**src/rtl/wt_dcache_shct_ctrl.sv**
```systemverilog
// SHCT training-event scheduler: buffers dcache reuse hits and miss-unit evictions and issues them to the predictor.
// Optional statistics counters are enabled with WT_DCACHE_SHCT_STATS_EN.
module wt_dcache_shct_fifo #(
  parameter int unsigned W = 8,
  parameter int unsigned D = 4
) (
  input  logic         clk_i,
  input  logic         rst_ni,
  input  logic         clr,
  input  logic         push,
  input  logic [W-1:0] din,
  input  logic         pop,
  output logic         empty,
  output logic         full,
  output logic [W-1:0] head
);
  localparam int unsigned AW = $clog2(D);

  logic [D-1:0][W-1:0] mem;
  logic [AW:0]         wr_ptr, rd_ptr;

  always_ff @(posedge clk_i or negedge rst_ni) begin
    if (!rst_ni) begin
      mem    <= '0;
      wr_ptr <= '0;
      rd_ptr <= '0;
    end else if (clr) begin
      wr_ptr <= '0;
      rd_ptr <= '0;
    end else begin
      if (push) begin
        mem[wr_ptr[AW-1:0]] <= din;
        wr_ptr              <= wr_ptr + 1'b1;
      end
      if (pop) rd_ptr <= rd_ptr + 1'b1;
    end
  end

  // Extra MSB distinguishes full from empty when the index bits match.
  assign empty = (wr_ptr == rd_ptr);
  assign full  = (wr_ptr[AW] != rd_ptr[AW]) && (wr_ptr[AW-1:0] == rd_ptr[AW-1:0]);
  assign head  = mem[rd_ptr[AW-1:0]];
endmodule

module wt_dcache_shct_ctrl #(
  parameter int unsigned NumPorts  = 3,
  parameter int unsigned SigWidth  = 14,
  parameter int unsigned FifoDepth = 4
) (
  input  logic                               clk_i,
  input  logic                               rst_ni,
  input  logic                               flush_i,
  input  logic [NumPorts-1:0]                hit_valid_i,
  input  logic [NumPorts-1:0][SigWidth-1:0]  hit_sig_i,
  input  logic                               evict_valid_i,
  input  logic [SigWidth-1:0]                evict_sig_i,
  input  logic                               evict_reused_i,
  output logic                               evict_ready_o,
  output logic                               pred_hit_o,
  output logic [SigWidth-1:0]                pred_hit_shct_o,
  output logic                               pred_miss_o,
  output logic [SigWidth-1:0]                pred_miss_shct_o,
  output logic                               pred_outcome_o,
`ifdef WT_DCACHE_SHCT_STATS_EN
  output logic [31:0]                        stat_hit_drop_o,
  output logic [31:0]                        stat_hit_issue_o,
  output logic [31:0]                        stat_evict_issue_o,
`endif
  output logic                               pred_flush_o
);
  localparam int unsigned PW = (NumPorts > 1) ? $clog2(NumPorts) : 1;

  typedef enum logic {RUN, FLUSH} state_e;
  state_e state_q, state_d;

  always_ff @(posedge clk_i or negedge rst_ni) begin
    if (!rst_ni) state_q <= RUN;
    else         state_q <= state_d;
  end

  always_comb begin
    state_d = state_q;
    if (flush_i)               state_d = FLUSH;
    else if (state_q == FLUSH) state_d = RUN;
  end

  logic run;
  assign run = (state_q == RUN) && !flush_i;

  // Round-robin pick among hit ports, starting at rr_q.
  logic [PW-1:0] rr_q, win_idx, rr_nxt;
  logic          win_valid;
  int            idx;

  always_comb begin
    win_valid = 1'b0;
    win_idx   = '0;
    idx       = 0;
    for (int i = 0; i < int'(NumPorts); i++) begin
      idx = (int'(rr_q) + i) % int'(NumPorts);
      if (!win_valid && hit_valid_i[idx]) begin
        win_valid = 1'b1;
        win_idx   = PW'(idx);
      end
    end
    rr_nxt = (int'(win_idx) == int'(NumPorts) - 1) ? '0 : win_idx + 1'b1;
  end

  always_ff @(posedge clk_i or negedge rst_ni) begin
    if (!rst_ni)                rr_q <= '0;
    else if (flush_i)           rr_q <= '0;
    else if (run && win_valid)  rr_q <= rr_nxt;
  end

  logic                hit_empty, hit_full, hit_push, hit_issue;
  logic [SigWidth-1:0] hit_head;
  logic                ev_empty, ev_full, ev_push, ev_issue, collide;
  logic [SigWidth:0]   ev_head;

  assign hit_push = run && win_valid && !hit_full;
  assign ev_push  = evict_valid_i && evict_ready_o;

  wt_dcache_shct_fifo #(.W(SigWidth), .D(FifoDepth)) i_hit_fifo (
    .clk_i, .rst_ni, .clr(flush_i), .push(hit_push), .din(hit_sig_i[win_idx]),
    .pop(hit_issue), .empty(hit_empty), .full(hit_full), .head(hit_head)
  );

  wt_dcache_shct_fifo #(.W(SigWidth + 1), .D(FifoDepth)) i_ev_fifo (
    .clk_i, .rst_ni, .clr(flush_i), .push(ev_push), .din({evict_sig_i, evict_reused_i}),
    .pop(ev_issue), .empty(ev_empty), .full(ev_full), .head(ev_head)
  );

  // Same-index collision: hit wins, the eviction head waits a cycle.
  assign hit_issue = run && !hit_empty;
  assign collide   = hit_issue && !ev_empty && (ev_head[SigWidth:1] == hit_head);
  assign ev_issue  = run && !ev_empty && !collide;

  assign evict_ready_o    = run && !ev_full;
  assign pred_hit_o       = hit_issue;
  assign pred_hit_shct_o  = hit_issue ? hit_head : '0;
  assign pred_miss_o      = ev_issue;
  assign pred_miss_shct_o = ev_issue ? ev_head[SigWidth:1] : '0;
  assign pred_outcome_o   = ev_issue && ev_head[0];

  always_ff @(posedge clk_i or negedge rst_ni) begin
    if (!rst_ni) pred_flush_o <= 1'b0;
    else         pred_flush_o <= flush_i;
  end

`ifdef WT_DCACHE_SHCT_STATS_EN
  logic [31:0] drop_cnt;

  always_comb begin
    drop_cnt = '0;
    if (run) begin
      for (int i = 0; i < int'(NumPorts); i++)
        drop_cnt = drop_cnt + {31'd0, hit_valid_i[i]};
      if (hit_push) drop_cnt = drop_cnt - 32'd1;
    end
  end

  function automatic logic [31:0] sat_add(input logic [31:0] a, input logic [31:0] b);
    logic [32:0] s;
    s = {1'b0, a} + {1'b0, b};
    return s[32] ? 32'hFFFF_FFFF : s[31:0];
  endfunction

  always_ff @(posedge clk_i or negedge rst_ni) begin
    if (!rst_ni) begin
      stat_hit_drop_o    <= '0;
      stat_hit_issue_o   <= '0;
      stat_evict_issue_o <= '0;
    end else begin
      stat_hit_drop_o    <= sat_add(stat_hit_drop_o, drop_cnt);
      stat_hit_issue_o   <= sat_add(stat_hit_issue_o, {31'd0, hit_issue});
      stat_evict_issue_o <= sat_add(stat_evict_issue_o, {31'd0, ev_issue});
    end
  end
`endif
endmodule

```
**config.mk**
```make
export PLATFORM = sky130hd
export DESIGN_NAME = wt_dcache_shct_ctrl
export DESIGN_NICKNAME = d
export VERILOG_FILES = /design/src/rtl/wt_dcache_shct_ctrl.sv
export SDC_FILE = /design/constraint.sdc
export NUM_CORES = 1
export LEC_CHECK = 0
export BUFFER_PORTS_ARGS = -buffer_cell sky130_fd_sc_hd__buf_2
export CAP_MARGIN = 20
export CORE_AREA = 2 2 150 152
export DETAILED_ROUTE_END_ITERATION = 16
export DIE_AREA = 0 0 152 154
export GPL_ROUTABILITY_DRIVEN = 0
export PLACE_DENSITY = 0.59
export SYNTH_ARGS = -nofsm -noshare
export SYNTH_HDL_FRONTEND = slang
export SYNTH_HIERARCHICAL = 1
export SYNTH_SLANG_ARGS = --single-unit
```
**constraint.sdc**
```tcl
create_clock -name clk_i -period 2.5 [get_ports clk_i]
set_clock_uncertainty 0.2 [all_clocks]
set_input_delay 0.25 -clock clk_i [delete_from_list [all_inputs] [get_ports clk_i]]
set_output_delay 0.25 -clock clk_i [all_outputs]
set_load 0.05 [all_outputs]
```
# Word-level counts from Yosys, hierarchy flattened

Index checks and enable logic that the tools add are counted.

Flip-flop bits (word level): 132
Input port bits: 64
Output and inout port bits: 33
Logic and storage cells: 118

Add/subtract/negate cells: 7
Divide/modulo/power cells: 3
Order comparisons: 10
Eq/ne operators: 8
Muxes and demuxes: 41
Bitwise logic cells: 2
Reductions and logical operators: 32

Operator list:

| operator                | number |
|---|---|
| $lt A32 B4 Y1 const B   | 3 |
| $mux W14                | 5 |
| $mod A32 B3 Y32 const B | 2 |
| $bwmux W60              | 1 |
| $bmux W14 S2            | 2 |
| $bwmux W56              | 1 |
| $mod A3 B3 Y32 const B  | 1 |
| $bmux W15 S2            | 1 |
| $demux W15 S2           | 1 |
| $mux W15                | 2 |
| $demux W14 S2           | 1 |
| $mux W3                 | 8 |
| $logic_and A1 B1 Y1     | 17 |
| $lt A2 B3 Y1 const B    | 5 |
| $eq A14 B14 Y1          | 1 |
| $add A3 B1 Y3 const B   | 4 |
| $mux W2                 | 6 |
| $mux W1                 | 10 |
| $reduce_bool A2 Y1      | 5 |
| $logic_not A1 Y1        | 8 |
| $bmux W1 S2             | 3 |
| $eq A3 B3 Y1            | 2 |
| $eq A2 B2 Y1            | 2 |
| $ge A2 B1 Y1 const B    | 2 |
| 7 further kinds         | 10 |

# Depth between registers and ports, before layout

Depth in word-level cells: 15
Mapped depth: 11
Gate-level depth less buffers: 8

# Hierarchy

The synthesis kept the hierarchy.

Modules (own cells, without submodules):

| module                           | instances | cells an instance | area each (µm²) | seq. area each (µm²) |
|---|---|---|---|---|
| wt_dcache_shct_fifo (i_ev_fifo)  | 1         | 181               | 3210.6          | 1651.6 |
| wt_dcache_shct_fifo (i_hit_fifo) | 1         | 172               | 3046.7          | 1551.5 |
| wt_dcache_shct_ctrl              | 1         | 184               | 1283.7          | 75.1 |

# Worst setup path before layout

Ideal clock, no wire load.

Kind: reg-to-reg
Start: register i_ev_fifo.rd_ptr[0]
End: register i_ev_fifo/mem[30] (netlist name)
Setup time: 0.125 ns
Arrival: 2.982 ns
Data required time: 2.175 ns
Setup slack: -0.807 ns
Cell stages (with the launch flop): 11
Path buffers: 4
Clock period less this slack: 3.307 ns
Cells stage by stage: dfrtp_1 buf_6 buf_12 xor2_1 nor3_1 nor3_1 and2_1 buf_6 nand3b_4 buf_6 mux2_4

Longest elaborated chain between the ends: 6

RTL lines:

| element                            | line | RTL |
|---|---|---|
| from (decl)                        | 20   | `logic [AW:0] wr_ptr, rd_ptr;` |
| from (signal assigned)             | 35   | `if (pop) rd_ptr <= rd_ptr + 1'b1;` |
| $eq A2 B2 Y1                       | 41   | `assign full = (wr_ptr[AW] != rd_ptr[AW]) && (wr_ptr[AW-1:0] == rd_ptr[AW-1:0]);` |
| $logic_and A1 B1 Y1                | 41   |  |
| net ev_full                        | 117  | `logic ev_empty, ev_full, ev_push, ev_issue, collide;` |
| $logic_not A1 Y1                   | 138  | `assign evict_ready_o = run && !ev_full;` |
| $logic_and A1 B1 Y1                | 138  |  |
| net evict_ready_o                  | 58   | `output logic evict_ready_o,` |
| $logic_and A1 B1 Y1                | 121  | `assign ev_push = evict_valid_i && evict_ready_o;` |
| net ev_push                        | 117  |  |
| $reduce_and A2 Y1 (no source line) | -    |  |
| to (signal, indexed assignment)    | 32   | `mem[wr_ptr[AW-1:0]] <= din;` |
| to (decl)                          | 19   | `logic [D-1:0][W-1:0] mem;` |

The timed path passes the listed nets, and every way through them passes these cells.
A chain may end at the register's enable or synchronous reset.

# Final worst setup path

Start: register i_hit_fifo.rd_ptr[0]
End: output port pred_miss_shct_o[3]

Elaborated cells between the ends (all ways): 11
Those cells by class: eq/ne (2); mux (3); reduce/logical (6)

RTL lines:

| element                        | line | RTL |
|---|---|---|
| from (decl)                    | 20   |  |
| from (signal assigned)         | 35   |  |
| $bmux W14 S2                   | 42   | `assign head = mem[rd_ptr[AW-1:0]];` |
| $mux W14 (implied by the code) | 42   |  |
| net hit_head[7]                | 116  | `logic [SigWidth-1:0] hit_head;` |
| $eq A14 B14 Y1                 | 135  | `assign collide = hit_issue && !ev_empty && (ev_head[SigWidth:1] == hit_head);` |
| $logic_and A1 B1 Y1            | 135  |  |
| $logic_not A1 Y1               | 136  | `assign ev_issue = run && !ev_empty && !collide;` |
| $logic_and A1 B1 Y1            | 136  |  |
| $mux W14                       | 142  | `assign pred_miss_shct_o = ev_issue ? ev_head[SigWidth:1] : '0;` |
| to (decl)                      | 62   | `output logic [SigWidth-1:0] pred_miss_shct_o,` |

The timed path passes the listed nets, and every way through them passes these cells. The select of a mux whose other input is x is not followed.

==> impl_metrics.yaml <==
outcome:
  outcome: "finished, violations left"
  violations: "negative setup slack"
worst_setup_path:
  crit_required_ns: 2.05
  slowest_delay_ns: 0.60
  path_max_fanout: 20
  worst-path-buf-inv: 3
  startpoint_type: "register"
  r2r_start: "i_hit_fifo/rd_ptr[0]"
  crit_chain: "buf_6, mux4_2, xnor2_2, nand4_1, nor4_4, a2111oi_4, buf_12, and2_2, buf_8"
  arrival_ns: 2.92
  cp_slowest_cell: "mux4_2"
  rrSetupSlack_ns: -0.25
  worst-path-stages: 9
  critical_path_class: "register to output pin"
  crit_start: "i_hit_fifo/rd_ptr[0]"
  end_kind: "output pin"
  reg2reg_to: "i_ev_fifo/rd_ptr[1]"
  path_delay_family: "multiplexers"
  reg2regPathDepth: 9
  endpoint: "pred_miss_shct_o[3]"
timing:
  rsz0062_at_grt: "true"
  fin_hold_ws_ns: 0.0799
  fin_tns_setup_ns: -23.74
  worst_slew_pin_slew_ns: 0.706
  setup_viol: 89
  fin_crit_sh_pct: 135
  max_freq_mhz: 297
  slew_viol_final: 0
  finalHoldViolations: 0
  min_period_ns: 3.37
  max-slew-margin-rel_pct: 53.0
  setup_ws_ns: -0.871
clock_tree:
  clk_pin_slew_worst_paths_ns: 0.05
  htree_levels: 4
  clk_latency_ns: 0.42
  cts-root-buf: "clkbuf_16"
  cts_inserted_buffers: 17
  clock-sinks: 131
  clock_path_buffers: 2
  cts_tree: "done"
grt:
  grt_use_total_pct: 17.0
  grt_max_degree: 132
  overflow: 0
  grt_pass1_wl_mm: 31.4
  grt_pass1_vias: 5790
  antenna_found_initial: 0
final_layout:
  drive_above_1_share_pct: 64.9
  seq_area_mm2: 0.00328
  fillers: 1822
  multi_input_area_mm2: 0.00441
  fin_util_pct: 50.7
  layout-area-overhead-vs-synth_pct: 45.7
  fin_area_mm2: 0.0110
  layout_commonest_cell: "dfrtp_1"
  finalNetCount: 856
  layout_common_cells: "dfrtp_1, buf_4, mux2_4"
  antenna_cells: 0
pwr:
  ir_worst_vdd_v: 0.000759
  powerDensity_mw_per_mm2: 944
  power_leakage_nw: 5.47
logic_synthesis:
  synth_compound_area_share_pct: 6.44
  ys_seq_area_share_pct: 43.5
  synthSimpleGateAreaFrac_pct: 8.21
  synthAdderAreaFrac_pct: 2.32
  synthesis.area_mm2: 0.00754
  syn_nets: 615
  synth_xor_area_share_pct: 2.79
  synth-seq-cells: 131
  async_reset_ff_share_pct: 100
  synth.mux.area_fraction_pct: 31.3
  synth_edf_count: 0
  synth_top_family_by_area: "multiplexers"
  synth.area.top_cells: "dfrtp_1, mux2_4, mux4_2, mux2_2, buf_6"
  synth_largest_area_cell: "dfrtp_1"
  ys_types: 50
  yosys_most_used_dff: "dfrtp_1"
  yosys_warnings: 6
  syn_inst: 537
  synth.top_cell.area_share_pct: 43.5
  synth.avg_cell_area_um2: 14.0
placement:
  placed_area_mm2: 0.00931
  numPortBuffers: 96
  place_ws_ns: -0.593
  dpl.hpwl_mm: 13.0
route:
  drc_errors: 0
  routedWlPerCell_um: 18.5
  routed_via_density: 4.89
  ant_nets: 0
  dr_total_vias: 5235
  wl_mm: 19.8
  drt_iter0_drc: 233
  dr.pass1.iters: 6
run:
  max_cap_viol_count: 0
floorplan:
  pin_count: 97
  start_util_pct: 34.8
  dieArea_mm2: 0.0234
  dieWidth_um: 152
  die_y_um: 154
  row_count: 54
  fp.coreArea_mm2: 0.0217
hold_path:
  min_path_type: "input port to register"
-- sequential cells by signal (all words and copies together) (netlist names) --
register	cells
i_ev_fifo/mem	60
i_ev_fifo/rd_ptr	3
i_ev_fifo/wr_ptr	3
i_hit_fifo/mem	56
i_hit_fifo/rd_ptr	3
i_hit_fifo/wr_ptr	3
pred_flush_o	1
rr_q	2
-- cells in the mapped netlist, types with 3 or more instances --
cell type	n
a21oi_1	14
nor3_1	5
nand3b_1	5
ha_1	14
o31a_1	14
xnor2_1	16
buf_6	18
and2_1	30
a21oi_2	5
nor2_1	24
nand2_1	4
dfrtp_1	131
o21ai_0	7
buf_4	3
buf_2	10
mux2i_1	6
xor2_1	8
mux2_2	36
o21ai_1	10
inv_1	25
mux4_2	28
a21bo_2	4
nand3b_4	8
mux2_4	80
-- area by class of cell --
| class | count | share of cell area, % |
|---|---|---|
| inverters | 25 | 0.854 |
| clock buffers | 21 | 4.19 |
| multi-input cells | 348 | 40.1 |
| well taps | 280 | 3.19 |
| repair buffers | 255 | 20.8 |
| flip-flops and latches | 131 | 29.9 |
| clock inverters | 11 | 1.00 |
-- metal layers --
layer / wire length [um] / GRT usage (%) / up-vias
met4: 125 / 4.01 / 0
li1: - / - / 2410
met3: 634 / 3.24 / 10
met2: 10000 / 28.6 / 110
met5: 0 / 0 / -
met1: 9000 / 22.7 / 2705
-- metrics by stage --
step | std cells | total power [mW]
2_1_floorplan | 537 | 5.26
3_3_place_gp | 998 | 6.57
3_5_place_dp | 998 | 6.76
4_1_cts | 1060 | 10.2
5_1_grt | 1071 | 10.9
6_report | 1071 | 10.4
-- timing repair --
item | CTS | global route
setup buffers | 19 | 15
gates resized for setup | 153 | 31
endpoints found under the hold margin | 191 | 0
gates cloned | 1 | 1
hold buffers | 16 | 0
endpoints found under the setup margin | 149 | 136
pin swaps | 20 | 22
-- worst min path at each step --
stage          startpoint  slack [ns]                end  depth (start not counted)
2_1_floorplan      rst_ni       -0.25   i_ev_fifo/mem[0]                          0
3_3_place_gp       rst_ni        0.21  i_ev_fifo/mem[36]                          2
3_5_place_dp       rst_ni        0.23   i_ev_fifo/mem[6]                          2
4_1_cts           flush_i        0.06       pred_flush_o                          2
5_1_grt           flush_i        0.07       pred_flush_o                          2
6_report          flush_i        0.08       pred_flush_o                          2
-- report_power, final --
group / switching, mW / total, mW / internal, mW
Clock: 0.922 / 2.43 / 1.51
Sequential: 0.256 / 2.82 / 2.56
Combinational: 2.34 / 5.12 / 2.79
Total: 3.51 / 10.4 / 6.85
-- logic make-up (layout without fill, tap and decap cells) --
logic type / Yosys count / count (layout)
buffers and inverters: 59 / 312
AO/OA/AOI/OAI: 67 / 67
adder cells (fa/ha/maj): 14 / 14
AND/OR/NAND/NOR: 89 / 90
multiplexers: 153 / 153
XOR/XNOR: 24 / 24
flip-flops: 131 / 131
Power figures use the tool's default switching activity.
